File: src/rtl/muldiv_pkg.sv
`default_nettype none
// ---------------------------------------------------------------------------
// muldiv_pkg : shared opcodes, state encoding and helpers for muldiv_unit
// Rev 1.0
// ---------------------------------------------------------------------------
package muldiv_pkg;

  localparam logic [2:0] F3_MUL    = 3'b000;
  localparam logic [2:0] F3_MULH   = 3'b001;
  localparam logic [2:0] F3_MULHSU = 3'b010;
  localparam logic [2:0] F3_MULHU  = 3'b011;
  localparam logic [2:0] F3_DIV    = 3'b100;
  localparam logic [2:0] F3_DIVU   = 3'b101;
  localparam logic [2:0] F3_REM    = 3'b110;
  localparam logic [2:0] F3_REMU   = 3'b111;

  typedef enum logic [2:0] {
    S_IDLE = 3'd0,
    S_MUL  = 3'd1,
    S_DIV  = 3'd2,
    S_FIX  = 3'd3,
    S_FIN  = 3'd4
  } state_e;

  function automatic logic is_signed_op(input logic [2:0] f3);
    return (f3 == F3_DIV) || (f3 == F3_REM);
  endfunction

endpackage
`default_nettype wire

File: src/rtl/muldiv_div_step.sv
`default_nettype none
// ---------------------------------------------------------------------------
// div_step : one combinational restoring-division step (one quotient bit)
// Rev 1.0
// ---------------------------------------------------------------------------
module div_step #(
  parameter int XLEN = 32
) (
  input  logic [XLEN-1:0] rem_i,
  input  logic [XLEN-1:0] quo_i,
  input  logic [XLEN-1:0] dvsr_i,
  output logic [XLEN-1:0] rem_o,
  output logic [XLEN-1:0] quo_o
);

  logic [XLEN:0] w_trial;
  logic [XLEN:0] w_diff;

  // rem_i < dvsr_i holds on entry, so the trial fits and the borrow bit alone decides
  assign w_trial = {rem_i, quo_i[XLEN-1]};
  assign w_diff  = w_trial - {1'b0, dvsr_i};

  always_comb begin
    if (!w_diff[XLEN]) begin
      rem_o = w_diff[XLEN-1:0];
      quo_o = {quo_i[XLEN-2:0], 1'b1};
    end else begin
      rem_o = w_trial[XLEN-1:0];
      quo_o = {quo_i[XLEN-2:0], 1'b0};
    end
  end

endmodule
`default_nettype wire

File: src/rtl/muldiv_unit.sv
`default_nettype none
// ---------------------------------------------------------------------------
// muldiv_unit : multi-cycle RV32M multiply/divide unit, START/DONE handshake
// Rev 1.0
// ---------------------------------------------------------------------------
module muldiv_unit
  import muldiv_pkg::*;
#(
  parameter int XLEN       = 32,
  parameter int MUL_STAGES = 2,
  parameter int DIV_UNROLL = 1,
  parameter int TAG_W      = 5
) (
  input  logic             clk,
  input  logic             resetn,
  input  logic             start,
  input  logic [2:0]       funct3,
  input  logic [XLEN-1:0]  operand_a,
  input  logic [XLEN-1:0]  operand_b,
  input  logic [TAG_W-1:0] tag_in,
  input  logic             flush,
  output logic             busy,
  output logic             done,
  output logic [XLEN-1:0]  result,
  output logic [TAG_W-1:0] tag_out
);

  localparam int ITER    = XLEN / DIV_UNROLL;
  localparam int CNT_MAX = (ITER > MUL_STAGES) ? ITER : MUL_STAGES;
  localparam int CNT_W   = $clog2(CNT_MAX + 1);
  localparam logic [XLEN-1:0] MIN_VAL = {1'b1, {(XLEN-1){1'b0}}};

  state_e             state_q, state_d;
  logic               busy_q, busy_d;
  logic               done_q, done_d;
  logic [XLEN-1:0]    result_q, result_d;
  logic [TAG_W-1:0]   tag_out_q, tag_out_d;
  logic [TAG_W-1:0]   tag_q, tag_d;
  logic [XLEN-1:0]    quo_q, quo_d;
  logic [XLEN-1:0]    rem_q, rem_d;
  logic [XLEN-1:0]    dvsr_q, dvsr_d;
  logic [CNT_W-1:0]   cnt_q, cnt_d;
  logic               is_rem_q, is_rem_d;
  logic               neg_quo_q, neg_quo_d;
  logic               neg_rem_q, neg_rem_d;

  logic               w_accept;
  logic               w_a_sgn_mul, w_b_sgn_mul;
  logic [2*XLEN-1:0]  w_mul_a, w_mul_b, w_prod;
  logic [XLEN-1:0]    w_mul_res, w_mul_final;
  logic               w_sgn, w_a_neg, w_b_neg, w_b_zero, w_ovf, w_is_rem;
  logic [XLEN-1:0]    w_abs_a, w_abs_b, w_special;
  logic [XLEN-1:0]    w_fix_quo, w_fix_rem;
  logic [DIV_UNROLL:0][XLEN-1:0] w_rem_c, w_quo_c;

  assign w_accept = start && !busy_q && !flush;

  // Multiplier: extend to 2*XLEN so one unsigned product covers every signedness mix
  assign w_a_sgn_mul = (funct3 == F3_MULH) || (funct3 == F3_MULHSU);
  assign w_b_sgn_mul = (funct3 == F3_MULH);
  assign w_mul_a     = {{XLEN{w_a_sgn_mul & operand_a[XLEN-1]}}, operand_a};
  assign w_mul_b     = {{XLEN{w_b_sgn_mul & operand_b[XLEN-1]}}, operand_b};
  assign w_prod      = w_mul_a * w_mul_b;
  assign w_mul_res   = (funct3 == F3_MUL) ? w_prod[XLEN-1:0] : w_prod[2*XLEN-1:XLEN];

  generate
    if (MUL_STAGES > 1) begin : g_mul_pipe
      logic [MUL_STAGES-2:0][XLEN-1:0] pipe_q, pipe_d;

      always_comb begin
        pipe_d = pipe_q;
        if (w_accept) pipe_d[0] = w_mul_res;
        for (int k = 1; k < MUL_STAGES - 1; k++) pipe_d[k] = pipe_q[k-1];
      end

      always_ff @(posedge clk or negedge resetn) begin
        if (!resetn) pipe_q <= '0;
        else         pipe_q <= pipe_d;
      end

      assign w_mul_final = pipe_q[MUL_STAGES-2];
    end else begin : g_mul_direct
      assign w_mul_final = w_mul_res;
    end
  endgenerate

  // Divider front end: magnitudes, sign flags and the two RISC-V special cases
  assign w_sgn     = is_signed_op(funct3);
  assign w_a_neg   = w_sgn & operand_a[XLEN-1];
  assign w_b_neg   = w_sgn & operand_b[XLEN-1];
  assign w_abs_a   = w_a_neg ? -operand_a : operand_a;
  assign w_abs_b   = w_b_neg ? -operand_b : operand_b;
  assign w_is_rem  = (funct3 == F3_REM) || (funct3 == F3_REMU);
  assign w_b_zero  = (operand_b == '0);
  assign w_ovf     = w_sgn && (operand_a == MIN_VAL) && (operand_b == '1);
  assign w_special = w_b_zero ? (w_is_rem ? operand_a : '1)
                              : (w_is_rem ? '0 : MIN_VAL);

  assign w_rem_c[0] = rem_q;
  assign w_quo_c[0] = quo_q;

  generate
    for (genvar i = 0; i < DIV_UNROLL; i++) begin : g_div_chain
      div_step #(
        .XLEN   (XLEN)
      ) u_div_step (
        .rem_i  (w_rem_c[i]),
        .quo_i  (w_quo_c[i]),
        .dvsr_i (dvsr_q),
        .rem_o  (w_rem_c[i+1]),
        .quo_o  (w_quo_c[i+1])
      );
    end
  endgenerate

  assign w_fix_quo = neg_quo_q ? -quo_q : quo_q;
  assign w_fix_rem = neg_rem_q ? -rem_q : rem_q;

  always_comb begin
    state_d   = state_q;
    result_d  = result_q;
    tag_out_d = tag_out_q;
    tag_d     = tag_q;
    quo_d     = quo_q;
    rem_d     = rem_q;
    dvsr_d    = dvsr_q;
    cnt_d     = cnt_q;
    is_rem_d  = is_rem_q;
    neg_quo_d = neg_quo_q;
    neg_rem_d = neg_rem_q;

    if (flush) begin
      state_d = S_IDLE;
    end else begin
      case (state_q)
        S_IDLE, S_FIN: begin
          state_d = S_IDLE;
          if (w_accept) begin
            tag_d = tag_in;
            if (!funct3[2]) begin
              if (MUL_STAGES == 1) begin
                result_d  = w_mul_final;
                tag_out_d = tag_in;
                state_d   = S_FIN;
              end else begin
                cnt_d   = CNT_W'(MUL_STAGES - 2);
                state_d = S_MUL;
              end
            end else if (w_b_zero || w_ovf) begin
              result_d  = w_special;
              tag_out_d = tag_in;
              state_d   = S_FIN;
            end else begin
              quo_d     = w_abs_a;
              rem_d     = '0;
              dvsr_d    = w_abs_b;
              cnt_d     = CNT_W'(ITER - 1);
              is_rem_d  = w_is_rem;
              neg_quo_d = w_a_neg ^ w_b_neg;
              neg_rem_d = w_a_neg;
              state_d   = S_DIV;
            end
          end
        end
        S_MUL: begin
          if (cnt_q == '0) begin
            result_d  = w_mul_final;
            tag_out_d = tag_q;
            state_d   = S_FIN;
          end else begin
            cnt_d = cnt_q - CNT_W'(1);
          end
        end
        S_DIV: begin
          quo_d = w_quo_c[DIV_UNROLL];
          rem_d = w_rem_c[DIV_UNROLL];
          if (cnt_q == '0) state_d = S_FIX;
          else             cnt_d   = cnt_q - CNT_W'(1);
        end
        S_FIX: begin
          result_d  = is_rem_q ? w_fix_rem : w_fix_quo;
          tag_out_d = tag_q;
          state_d   = S_FIN;
        end
        default: state_d = S_IDLE;
      endcase
    end

    busy_d = (state_d == S_MUL) || (state_d == S_DIV) || (state_d == S_FIX);
    done_d = (state_d == S_FIN);
  end

  always_ff @(posedge clk or negedge resetn) begin
    if (!resetn) begin
      state_q   <= S_IDLE;
      busy_q    <= 1'b0;
      done_q    <= 1'b0;
      result_q  <= '0;
      tag_out_q <= '0;
      tag_q     <= '0;
      quo_q     <= '0;
      rem_q     <= '0;
      dvsr_q    <= '0;
      cnt_q     <= '0;
      is_rem_q  <= 1'b0;
      neg_quo_q <= 1'b0;
      neg_rem_q <= 1'b0;
    end else begin
      state_q   <= state_d;
      busy_q    <= busy_d;
      done_q    <= done_d;
      result_q  <= result_d;
      tag_out_q <= tag_out_d;
      tag_q     <= tag_d;
      quo_q     <= quo_d;
      rem_q     <= rem_d;
      dvsr_q    <= dvsr_d;
      cnt_q     <= cnt_d;
      is_rem_q  <= is_rem_d;
      neg_quo_q <= neg_quo_d;
      neg_rem_q <= neg_rem_d;
    end
  end

  assign busy    = busy_q;
  assign done    = done_q;
  assign result  = result_q;
  assign tag_out = tag_out_q;

endmodule
`default_nettype wire

File: config.mk
export PLATFORM = sky130hd
export DESIGN_NAME = muldiv_unit
export DESIGN_NICKNAME = d
export VERILOG_FILES = /design/src/rtl/muldiv_pkg.sv /design/src/rtl/muldiv_div_step.sv /design/src/rtl/muldiv_unit.sv
export SDC_FILE = /design/constraint.sdc
export NUM_CORES = 2
export LEC_CHECK = 0
export BUFFER_PORTS_ARGS = -buffer_cell sky130_fd_sc_hd__buf_2
export CORE_MARGIN = 1.5
export CORE_UTILIZATION = 50
export CTS_CLUSTER_SIZE = 8
export DETAILED_ROUTE_END_ITERATION = 10
export HOLD_SLACK_MARGIN = 0.06
export PLACE_DENSITY_LB_ADDON = 0.25
export SYNTH_ARGS = -nofsm -noshare
export SYNTH_HDL_FRONTEND = slang
export SYNTH_HIERARCHICAL = 1
export SYNTH_SLANG_ARGS = --single-unit
File: constraint.sdc
create_clock -name clk -period 3.37 [get_ports clk]
set_input_delay 0 -clock clk [delete_from_list [all_inputs] [get_ports clk]]
set_output_delay 0 -clock clk [all_outputs]
set_load 0.01 [all_outputs]
# After elaboration in Yosys (flattened, before gate mapping)
# Index checks and enable logic that the tools add are counted.
# totals
regBits	184
inputBits	76
word_cells	117
mem_bits_rw	0
memories	0
romBits	0
output_inout_bits	39
latchBits	0
# classes
div	0
addsub	6
n_eq_ne	22
bitwise_logic	7
muxes	41
n_lt_le_gt_ge	0
mul	1
shifts	0
n_reduce_logical	26
# op_table
cell	n
32-bit two-way mux	20
32-bit negation	4
32-bit one-hot mux with 2 select lines	2
32-bit one-hot mux with 3 select lines	1
32-bit equality test, second input constant	2
33-bit by 33-bit multiplier with 64-bit output	1
33-bit by 32-bit subtractor with 33-bit output	1
32-bit zero test	1
6-bit two-way mux	4
5-bit two-way mux	4
3-bit two-way mux	6
3-bit by 2-bit equality test with 1-bit output, second input constant	5
3-bit equality test, second input constant	5
5-bit one-hot mux with 3 select lines	1
5-bit AND reduction	3
2-bit inequality test, second input constant	6
3-bit one-hot mux with 4 select lines	1
6-bit one-hot mux with 2 select lines	1
3-bit by 1-bit equality test with 1-bit output, second input constant	3
3-bit zero test	2
6-bit zero test	1
1-bit logical OR	6
6-bit AND reduction	1
6-bit by 1-bit subtractor with 6-bit output, second input constant	1
other kinds (11)	21

# Logic depth before layout (Yosys ltp)
# depth
ltp_word	13
ltp_mapped	32
ltp_nobuf	30

# Cells and area by module
# The synthesis kept the hierarchy.
# by_module_without_submodules
mod	n_inst	cells_per_inst	seq_area_each_um2	area_each_um2
muldiv_unit	1	5599	4604.4	49112.1
div_step	1	336	0.0	2591.2

# Worst setup path before layout
# No wires, ideal clock.
# synth_path
path_kind	input-to-reg
start	in funct3[2]
end	reg g_mul_pipe.pipe_q[31] (netlist bit)
path_slack_ps	-5178
cell_stages	30
t_required_ps	3288
setup_time_ps	82
path_buffers	3
arrival_ps	8466
cell_sequence	clkbuf_1 a21oi_1 and2_0 clkbuf_1 nand2_1 fa_1 fa_1 inv_1 fa_1 inv_1 fa_1 inv_1 fa_1 fa_1 fa_1 inv_1 fa_1 inv_1 ha_1 clkbuf_1 a21o_1 a21o_1 a21oi_1 o2111ai_1 o311a_1 o211a_1 nor3_1 nor2_1 mux2_1 a31oi_1
# synth_via
elab_chain_len	5
elab_cells_between_ends	8
classes_between	mul (1); eq/ne (2); mux (1); bitwise (2); reduce/logical (2)
# synth_lines
element	line_no	text
from (decl)	muldiv_unit.sv:17	input logic [2:0] funct3,
3-bit by 1-bit equality test with 1-bit output or 3-bit by 2-bit equality test with 1-bit output (tied branches)	muldiv_unit.sv:59, muldiv_unit.sv:60	
1-bit logical OR	muldiv_unit.sv:59	assign w_a_sgn_mul = (funct3 == F3_MULH) || (funct3 == F3_MULHSU);
1-bit AND	muldiv_unit.sv:61	assign w_mul_a = {{XLEN{w_a_sgn_mul & operand_a[XLEN-1]}}, operand_a};
33-bit by 33-bit multiplier with 64-bit output	muldiv_unit.sv:63	assign w_prod = w_mul_a * w_mul_b;
32-bit two-way mux (*)	muldiv_unit.sv:64	assign w_mul_res = (funct3 == F3_MUL) ? w_prod[XLEN-1:0] : w_prod[2*XLEN-1:XLEN];
to (signal assigned)	muldiv_unit.sv:78	else pipe_q <= pipe_d;
to (decl)	muldiv_unit.sv:68	logic [MUL_STAGES-2:0][XLEN-1:0] pipe_q, pipe_d;
# Every way passes the cells marked *; elsewhere a longest branch is shown, timed or not.
# A chain may end at the register's enable or synchronous reset.

# Worst setup path in the final report
# layout_path
start	in funct3[0]
end	reg g_mul_pipe.pipe_q[31] (netlist bit)
# Same word-level chain as after synthesis.

==> out/qor.csv <==
stage;metric;value;unit
outcome;outcome;finished with violations;
outcome;violations;negative setup slack;
floorplan;rows;117;
finish;fillers;8796;
floorplan;core-area;102200;sq um
synth;synthCells;5935;
clocking;cts_buffers;17;
synth;synth_top_family_by_area;adder cells;
placed_design;port_buffers;114;
clocking;cts_root_buf;clkbuf_16;
synth;async_reset_ff_share;100.0;%
worst_setup_path;critPathRequiredTime;3740;ps
clocking;cts_buffer_depth;2;
worst_setup_path;crit_top_cell;fa_1;
route;route.detailed.drc;0;
placed_design;dp_hpwl;140.2;mm
route;routed_wl;167.9;mm
sta;finalHoldViolCount;0;
clocking;cts_sinks;184;
clocking;cts_tree;yes;
synth;syn_area;51700;sq um
floorplan;die_y;324.6;um
sta;finalSetupViolCount;51;
finish;final_cell_mix;1205 x inv_1, 1094 x fa_1, 957 x nand2_1, 708 x buf_4, 287 x and2_1;
sta;min_period_over_period;218.4;%
placed_design;place_inst;7754;
finish;drive_above_1_share;20.11;%
global_routing;grt_pass1_wl;262.3;mm
route;wire_per_inst;21.33;um
synth;ys_ff_latch;184;
floorplan;die_w;324.6;um
job;max_cap_viol_count;0;
clocking;insertion_delay;470;ps
global_routing;grt.overflow.total;0;
finish;fin_nets;7933;
finish;multi_input_area;42520;sq um
finish;regArea;4607;sq um
global_routing;antenna_found_initial;13;
worst_setup_path;cp_max_fo;6;
floorplan;dieArea;105300;sq um
sta;skew;18.94;ps
floorplan;io_pins;115;
clocking;htreeDepth;4;
route;vias;43520;
sta;rsz0062_at_grt;true;
global_routing;track_usage;32.26;%
synth;ys.flop_type;dfrtp_1;
route;drtAntennaViolNets;0;
worst_setup_path;crit_type;input port to flop;
worst_setup_path;start_kind;input port;
worst_hold_path;hold_path_depth;4;
finish;final_common_cell;inv_1;
synth;synth_warnings;6;
synth;avgSynthCellArea;8.712;sq um
sta;tightest_slew;1011;ps
synth;synth_compound_area_share;9.094;%
worst_setup_path;reg2regPathDepth;14;
placed_design;gp_congestion;0.9910;
sta;fin_crit;7362;ps
synth;seq_area_frac_synth;8.905;%
synth;synth_fa_ha_area_share;49.67;%
sta;drv_slew;0;
worst_setup_path;max_stage_delay;660;ps
worst_setup_path;cp_data_arrival_time;7730;ps
synth;synth_fp_nets;7388;
sta;setup_ws;-3992;ps
finish;syn_to_final_growth;20.18;%
synth;synthMuxAreaShare;0.9486;%
synth;synth_simple_gate_area_share;15.41;%
global_routing;grt_pass1_vias;45630;
worst_hold_path;hp-class;input port to flop;
global_routing;grt_max_degree;104;
worst_setup_path;slowest_stage;fa_2;
synth;synth_edf_count;0;
route;vias_per_cell;5.532;
worst_setup_path;end_kind;flop;
floorplan;initial_core_util;50.60;%
synth;synthXorXnorAreaFrac;3.608;%
route;firstDrtPassIters;6;
route;drt_iter0_drc;3621;
sta;slew-limit-headroom;32.59;%
synth;ys_types;98;
finish;final_cells;7868;
sta;max_freq;135.8;MHz
clocking;path_clk_slew;70;ps
[area by class of cell]
type / count / share of cell area [%]
inverter: 1229 / 7.466
tap: 1368 / 2.755
clock inverter: 10 / 0.1752
sequential: 184 / 7.414
antenna: 7 / 0.02819
multi-input combinational: 4118 / 68.42
clock buffer: 22 / 0.7631
timing repair buffer: 927 / 12.90
timing repair inverter: 3 / 0.07048
[cells by family after synthesis]
| group | count (synthesis) |
|---|---|
| compound gates | 753 |
| xor+xnor | 213 |
| fa+ha+maj | 1377 |
| buf+inv | 1633 |
| flops | 184 |
| mux | 37 |
| simple gates | 1738 |
[stage by stage]
step	setup slack, ps	cell area [sq um]	utilization (%)	TNS, ps	hold WS [ps]
2_1_floorplan	-4433	53270	-	-104520	-295.6
3_3_place_gp	-4584	59330	58.06	-140530	158.8
3_5_place_dp	-4694	59330	58.06	-145010	155.2
4_1_cts	-3989	61630	60.32	-113610	133.9
5_1_grt	-4214	62130	60.81	-122360	168.9
6_report	-3992	62140	60.81	-113830	148.8
[synth_stat cells (all sizes together), types with 13 or more instances]
cell type / instances / area (sq um)
nand2b: 18 / 112.6
nand4: 32 / 200.2
nand3: 43 / 220.2
and2: 303 / 1899
ha: 251 / 3141
a22oi: 15 / 112.6
a21o: 40 / 301.5
mux2: 26 / 367.9
or3: 25 / 162.7
nand2: 979 / 3675
nor4: 21 / 167.7
inv: 1229 / 4621
xnor2: 122 / 1069
or4: 16 / 131.4
a21oi: 201 / 1013
xor2: 91 / 797.0
nor2: 196 / 743.2
buf: 134 / 744.5
o31ai: 36 / 280.3
nor2b: 13 / 81.33
a41oi: 15 / 131.4
and3: 19 / 120.1
fa: 1126 / 22540
o21ai: 233 / 1166
o211ai: 28 / 210.2
a22o: 30 / 262.8
o21bai: 19 / 142.6
clkbuf: 268 / 1006
o21a: 18 / 135.1
nor3: 40 / 200.2
a31oi: 38 / 237.7
dfrtp: 184 / 4604
[flip-flops by register name (all words and copies together) (netlist names)]
signal / cells
tag_q: 5
busy: 1
rem_q: 32
neg_rem_q: 1
is_rem_q: 1
cnt_q: 6
tag_out: 5
g_mul_pipe.pipe_q: 32
state_q: 3
dvsr_q: 32
result: 32
neg_quo_q: 1
quo_q: 32
done: 1
[worst max-delay path: cells and delay by family]
family | cells | cell delay (ps)
buf+inv | 9 | 830
fa+ha+maj | 9 | 4380
compound gates | 6 | 1260
simple gates | 7 | 960
mux | 1 | 290
[per-layer routing]
metal  wire (um)  global-route usage, %
met1       68280                  44.23
met2       79410                  52.29
met3       13330                  4.647
met4        6818                  11.70
met5          22                      0
[path summary, 6_finish.rpt]
check                               from               endpoint  slack (ps)
setup / recovery               funct3[0]  g_mul_pipe.pipe_q[31]       -3990
hold / removal             operand_b[20]             dvsr_q[20]         150
setup reg to reg               dvsr_q[0]              rem_q[18]         -40
hold reg to reg                 tag_q[0]               tag_q[0]         480
max in group asynchronous         resetn              result[7]        2310
min in group asynchronous         resetn               quo_q[4]         170
[repair_timing]
item                                    4_1_cts  5_1_grt
hold buffers                                  8        0
gates resized for setup                     241       85
pin swaps                                   173       83
endpoints found under the setup margin       57       64
cloned                                        6        0
setup buffers                                53       16
endpoints found under the hold margin       116        0
Power is left out: the tool's default activity adds up to more than one toggle a clock period on the data nets, which glitch-free logic cannot reach.
